## config.mk

```make
export PLATFORM = sky130hd
export DESIGN_NAME = fp_normalize
export DESIGN_NICKNAME = d
export VERILOG_FILES = /design/src/rtl/fp_pkg.sv /design/src/rtl/fp_lzc.sv /design/src/rtl/fp_normalize.sv
export SDC_FILE = /design/constraint.sdc
export NUM_CORES = 1
export LEC_CHECK = 0
export CORE_MARGIN = 2
export CORE_UTILIZATION = 46
export DETAILED_ROUTE_END_ITERATION = 6
export GPL_ROUTABILITY_DRIVEN = 0
export PLACE_DENSITY_LB_ADDON = 0.2
export SETUP_SLACK_MARGIN = 0.05
export SLEW_MARGIN = 10
export SYNTH_ARGS = -nofsm -noshare
export SYNTH_HDL_FRONTEND = slang
export SYNTH_SLANG_ARGS = --single-unit
```

## constraint.sdc

```tcl
create_clock -name clk -period 2.6 [get_ports clk]
set_input_delay 0.65 -clock clk [delete_from_list [all_inputs] [get_ports clk]]
set_output_delay 0.65 -clock clk [all_outputs]
set_load 0.05 [all_outputs]
```

## src/rtl/fp_pkg.sv

```systemverilog
// fp_pkg: constants shared by the floating-point normalizer slice.
//   - default exponent/mantissa widths (IEEE-754 single)
//   - normalizer FSM state encoding
//   - bit positions inside the 3-bit flags vector {overflow, underflow, zero}
//   - EXP_MAX, the all-ones (Inf/NaN) exponent for the default width
package fp_pkg;

    localparam int unsigned EXP_W_DEF = 8;
    localparam int unsigned MAN_W_DEF = 23;
    localparam int unsigned EXP_MAX   = (1 << EXP_W_DEF) - 1;

    localparam int unsigned FLAG_OVF  = 2;
    localparam int unsigned FLAG_UNF  = 1;
    localparam int unsigned FLAG_ZERO = 0;

    typedef enum logic [1:0] {
        IDLE = 2'd0,
        NORM = 2'd1,
        DONE = 2'd2
    } state_t;

endpackage

```

## src/rtl/fp_lzc.sv

```systemverilog
// fp_lzc: combinational leading-zero counter.
// Ports:
//   din  [W-1:0]            value to scan, MSB first
//   cnt  [$clog2(W+1)-1:0]  number of zeros above the highest set bit (W when din == 0)
module fp_lzc #(
    parameter int unsigned W = 24
) (
    input  logic [W-1:0]             din,
    output logic [$clog2(W+1)-1:0]   cnt
);

    localparam int unsigned CNT_W = $clog2(W + 1);

    // Scan upward so the highest set bit writes last and wins.
    always_comb begin
        cnt = CNT_W'(W);
        for (int i = 0; i < W; i++) begin
            if (din[i]) begin
                cnt = CNT_W'(W - 1 - i);
            end
        end
    end

endmodule

```

## src/rtl/fp_normalize.sv

```systemverilog
// fp_normalize: normalizes a raw adder mantissa sum and packs an IEEE-754 style result.
// Build option: define FP_NORM_FAST_LZC_EN to normalize left in a single NORM cycle using
// the fp_lzc leading-zero counter; otherwise the sum is shifted one bit per NORM cycle.
// Packed results are identical in both builds; only latency differs.
// Ports:
//   clk, rst            clock, synchronous active-high reset
//   in_valid/in_ready   operand handshake (in_ready high only in IDLE)
//   in_sign, in_exp     sign and exponent of the larger operand
//   in_sum              raw sum: [MAN_W+1] carry, [MAN_W] hidden bit
//   out_valid/out_ready result handshake
//   out_result          packed {sign, exp, man}
//   out_flags           {overflow, underflow, zero}
module fp_normalize
    import fp_pkg::*;
#(
    parameter int unsigned EXP_W = EXP_W_DEF,
    parameter int unsigned MAN_W = MAN_W_DEF
) (
    input  logic                   clk,
    input  logic                   rst,
    input  logic                   in_valid,
    output logic                   in_ready,
    input  logic                   in_sign,
    input  logic [EXP_W-1:0]       in_exp,
    input  logic [MAN_W+1:0]       in_sum,
    output logic                   out_valid,
    input  logic                   out_ready,
    output logic [EXP_W+MAN_W:0]   out_result,
    output logic [2:0]             out_flags
);

    localparam int unsigned SUM_W = MAN_W + 2;
    localparam logic [EXP_W-1:0] EXP_ONES = {EXP_W{1'b1}};

    state_t             state;
    logic               sign_q;
    logic [EXP_W-1:0]   exp_q;
    logic [SUM_W-1:0]   sum_q;

    // Operand as seen by the NORM decision (pre-shifted in the fast build).
    logic [EXP_W-1:0]   n_exp;
    logic [SUM_W-1:0]   n_sum;
    logic [EXP_W-1:0]   exp_inc;

    logic [EXP_W+MAN_W:0] res_d;
    logic [2:0]           flg_d;
    logic                 do_shift;

`ifdef FP_NORM_FAST_LZC_EN
    localparam int unsigned LZ_W  = $clog2(MAN_W + 2);
    localparam int unsigned CMP_W = ((EXP_W > LZ_W) ? EXP_W : LZ_W) + 1;

    logic [LZ_W-1:0]  lz;
    logic [CMP_W-1:0] lz_ext;
    logic [CMP_W-1:0] room;
    logic [CMP_W-1:0] shamt;

    fp_lzc #(
        .W (MAN_W + 1)
    ) u_lzc (
        .din (sum_q[MAN_W:0]),
        .cnt (lz)
    );

    // Shift only where the iterative build would shift; clamp so exp stops at 1.
    always_comb begin
        lz_ext = CMP_W'(lz);
        room   = CMP_W'(exp_q) - CMP_W'(1);
        shamt  = '0;
        if (exp_q != EXP_ONES && sum_q != '0 && !sum_q[MAN_W+1] && !sum_q[MAN_W]
            && exp_q > EXP_W'(1)) begin
            shamt = (lz_ext < room) ? lz_ext : room;
        end
        n_sum = sum_q << shamt;
        n_exp = exp_q - EXP_W'(shamt);
    end
`else
    assign n_sum = sum_q;
    assign n_exp = exp_q;
`endif

    assign exp_inc = n_exp + EXP_W'(1);

    // Priority: Inf/NaN, zero, carry, normalized, denormal, else keep shifting.
    always_comb begin
        res_d    = '0;
        flg_d    = '0;
        do_shift = 1'b0;
        if (n_exp == EXP_ONES) begin
            res_d = {sign_q, EXP_ONES, n_sum[MAN_W-1:0]};
        end else if (n_sum == '0) begin
            flg_d[FLAG_ZERO] = 1'b1;
        end else if (n_sum[MAN_W+1]) begin
            if (exp_inc == EXP_ONES) begin
                res_d           = {sign_q, EXP_ONES, {MAN_W{1'b0}}};
                flg_d[FLAG_OVF] = 1'b1;
            end else begin
                res_d = {sign_q, exp_inc, n_sum[MAN_W:1]};
            end
        end else if (n_sum[MAN_W]) begin
            res_d = {sign_q, n_exp, n_sum[MAN_W-1:0]};
        end else if (n_exp <= EXP_W'(1)) begin
            res_d           = {sign_q, {EXP_W{1'b0}}, n_sum[MAN_W-1:0]};
            flg_d[FLAG_UNF] = (n_exp == EXP_W'(1));
        end else begin
            do_shift = 1'b1;
        end
    end

    always_ff @(posedge clk) begin
        if (rst) begin
            state      <= IDLE;
            in_ready   <= 1'b1;
            out_valid  <= 1'b0;
            out_result <= '0;
            out_flags  <= '0;
            sign_q     <= 1'b0;
            exp_q      <= '0;
            sum_q      <= '0;
        end else begin
            unique case (state)
                IDLE: begin
                    if (in_valid) begin
                        sign_q   <= in_sign;
                        exp_q    <= in_exp;
                        sum_q    <= in_sum;
                        in_ready <= 1'b0;
                        state    <= NORM;
                    end
                end
                NORM: begin
                    if (do_shift) begin
                        sum_q <= sum_q << 1;
                        exp_q <= exp_q - EXP_W'(1);
                    end else begin
                        out_result <= res_d;
                        out_flags  <= flg_d;
                        out_valid  <= 1'b1;
                        state      <= DONE;
                    end
                end
                DONE: begin
                    // in_ready rises only after DONE has been left.
                    if (out_ready) begin
                        out_valid <= 1'b0;
                        in_ready  <= 1'b1;
                        state     <= IDLE;
                    end
                end
                default: begin
                    state     <= IDLE;
                    in_ready  <= 1'b1;
                    out_valid <= 1'b0;
                end
            endcase
        end
    end

endmodule
```

==> results.md <==
* Share of total power in combinational logic at 41.6%
* EDFF count, synth at 0
* # DRC at 0
* Final hold vios at 0
* Flops & latches, synth at 73
* Post-DP HPWL at 7690 um
* Peak Freq at 421 MHz
* Initial antenna violation count at 0
* Sum Neg Setup Slack at 0 ps
* Critical setup path kind: flop to flop
* TritonCTS clock tree: built
* Crit-path leading delay family: compound AO/OA/AOI/OAI gates
* Clock Skews at 10.7 ps
* Gr ovfl total at 0
* Mapped Area at 3940 um2
* Layout area overhead at 28.4%
* Largest net degree at the start of global routing at 38
* Final Instance Count excl. Fillers at 631
* Power density cells at 813 nW/um2
* Synth area leader: dfxtp_1
* ANT nets after route at 0
* Arrival time at the worst endpoint at 2650 ps
* Post-synth top area share at 37.1%
* Adder-Cell Fraction of Synth Area at 1.27%
* Boundary pin count at 75
* Hold crit path type: flop to flop
* Clock power frac at 22.2%
* DR pass1 iterations at 5
* Final min period at 2380 ps
* Crit. End Element: flop
* Critical path's largest stage delay at 500 ps
* Inst Count DP at 614
* Mux cell area share after synthesis at 5.84%
* Synth warn at 0
* CP required at 2880 ps
* Initial core utilization at 47.7%
* RSZ-0062 raised after global routing: no
* H-tree Lvls at 3
* CTS Buf Count at 9
* Area of the multi-input gates at 2260 um2
* Worst-path maximum fanout at 8
* Routed length per instance at 17.6 um
* Syn nets at 498
* Register Area at 1460 um2
* Chip Width at 96.5 um
* P_sw at 1.69 mW
* Vias in the first global route at 3669
* Internal at 2.42 mW
* Chip height at 96.5 um
* Asr flop ratio synth at 0%
* Clock buffer depth at 2
* Share of layout cells above drive strength 1 at 10.6%
* Site row count at 33
* Total power at 4.11 mW
* Sequential power share at 36.3%
* Max-capacitance violation count at 0
* Final setup vio count at 0
* Port buffer count at 74
* Path depth of the worst reg2reg path at 7
* Post-Synth XOR/XNOR Area at 0.889%
* Complex-gate fraction of the synthesized area at 31.4%
* Register area share after synthesis at 37.1%
* Slew HR at 54.3%
* Diodes inserted at 0
* Leak Pwr at 1.86 nW
* Synth cell types at 59
* GRT Total Usage at 24.3%
* Final WL at 11100 um
* Period utilization at 91.4%
* Final Core Density at 61.2%
* First-pass GRT wire length at 17800 um
* CP Depth at 7
* Simple logic cell fraction of the synthesized area at 17.2%
* WHS Path Cells at 1
* CTS clk-pin slew, worst paths at 70 ps
* Sw Ratio at 41.1%
* CP max-delay cell: or4_1
* CP startpoint kind: flop
* Vias at 3976
* Largest family of logic cells by synthesized area: compound AO/OA/AOI/OAI gates
* Clock Tree Root: clkbuf_8
* Fill cells at 755
* Slew at the pin closest to its max-slew limit at 684 ps
* Core area at 8260 um2
* Top FF cell, synth: dfxtp_1
* Clk sink count at 73
* Avg Vias per Cell at 6.30
* Worst vdd ir at 0.489 mV
* Area contributors post-synth: dfxtp_1 (37%), a211oi_1 (6.5%), nand2_1 (5.9%), a32o_1 (5.8%), mux2i_1 (5.8%)
* Critical path buffer and inverter count at 2
* Worst-path cell chain: inv_1 -> ha_1 -> o211ai_1 -> o2111ai_4 -> buf_4 -> or4_1 -> a31oi_1
* Post-Synthesis Cells at 456
* Clk_lat worst skew at 360 ps
* Outcome: completed
* Iteration-0 DRC Markers at 231
* Die Footprint at 9320 um2
* Nets@finish at 563
* Fin. max-slew vios at 0
* Mapped Avg Cell Area at 8.64 um2
## routing by layer
metal	up-vias	global-route usage [%]	share of wire [%]
met3	14	4.03	5.5
met4	0	7.98	1.4
met5	-	0	0
met2	144	40.7	48
met1	1923	31.8	45
li1	1895	-	-
## layout make-up
type	count	area share [%]
inverter	6	0.445
tap	105	2.60
sequential	73	28.9
clock buffer	12	2.87
clock inverter	4	1.04
timing repair buffer	101	19.5
multi-input combinational	330	44.7
## power by group through the flow
| stage | Clock (mW) | Combinational [mW] | Sequential (mW) |
|---|---|---|---|
| 6_report | 0.910 | 1.71 | 1.49 |
| 3_5_place_dp | 0 | 1.66 | 1.51 |
| 2_1_floorplan | 0 | 1.04 | 1.63 |
| 3_3_place_gp | 0 | 1.63 | 1.50 |
| 4_1_cts | 0.920 | 1.68 | 1.49 |
| 5_1_grt | 0.967 | 1.84 | 1.52 |
## worst paths after layout
check	slack, ps	end	startpoint
worst max register to register	220	exp_q[3]	exp_q[0]
worst min register to register	470	out_result[10]	out_result[10]
worst max-delay path	220	exp_q[3]	exp_q[0]
worst min-delay path	470	out_result[10]	out_result[10]
## what timing repair did
action	in CTS	in global routing
hold buffers	0	0
setup buffers	0	1
gates resized for setup	2	2
pin swaps	0	1
setup endpoints to repair	46	14
## synthesized netlist by cell type, types with 2 or more instances
cell type / n
dfxtp_1: 73
nand2_1: 62
a211oi_1: 34
nor2_1: 31
clkbuf_1: 25
a311oi_1: 24
a32o_1: 23
mux2i_1: 23
a21oi_1: 22
buf_2: 17
nand3_1: 7
nor3_1: 7
nor4_1: 7
inv_1: 6
o211ai_1: 5
or4_1: 5
a31o_2: 4
and3_1: 4
ha_1: 4
o211a_1: 4
o21ai_0: 4
a31oi_1: 3
buf_4: 3
nand2b_1: 3
nand4_1: 3
nor2b_1: 3
or3_1: 3
xnor2_1: 3
a21o_1: 2
a21oi_2: 2
a221oi_1: 2
a22oi_1: 2
and4_1: 2
buf_6: 2
o2111a_1: 2
o2111ai_1: 2
o21a_1: 2
o21ai_2: 2
o31ai_1: 2
o32ai_1: 2
or2_1: 2
## per-stage QoR
| stage | cell area (um2) | hold slack [ps] | setup slack, ps |
|---|---|---|---|
| after floorplan | 3940 | 433 | 541 |
| after global placement | 4830 | 446 | 114 |
| after detailed placement | 4830 | 453 | -10.0 |
| after CTS | 5040 | 473 | 142 |
| after global routing | 5060 | 485 | 34.1 |
| final | 5060 | 468 | 224 |
## worst reg2reg max path: cells and delay by family, from the launching register on
family                   cells  cell delay [ps]
adder cells (fa/ha/maj)      1              240
buffers and inverters        2              350
AND/OR/NAND/NOR              1              500
flip-flops                   1              450
AO/OA/AOI/OAI                3              760
## flip-flops by register name (all words and copies together), names as in the netlist
register    cells
out_valid       1
n_sum          25
state           2
in_ready        1
sign_q          1
out_result     32
out_flags       3
exp_q           8
## logic make-up (layout without fill, tap and decap cells)
kind of cell | Yosys count | after routing
AO/OA/AOI/OAI | 154 | 154
XOR/XNOR | 4 | 4
adder cells (fa/ha/maj) | 4 | 4
buffers and inverters | 53 | 123
flip-flops | 73 | 73
multiplexers | 23 | 23
AND/OR/NAND/NOR | 145 | 145
## layout by cell type, fill, tap and decap left out, types with 5 or more instances in the layout
cell,instances
dfxtp_1,73
nand3_1,7
nand2_1,62
o211ai_1,5
nor3_1,7
a311oi_1,24
a21oi_1,22
clkbuf_8,10
nor2_1,30
buf_4,23
clkdlybuf4s50_1,74
inv_1,6
nor4_1,7
or4_1,5
mux2i_1,23
a32o_1,23
a211oi_1,34
Note: power is estimated with default switching activity, not from simulation.
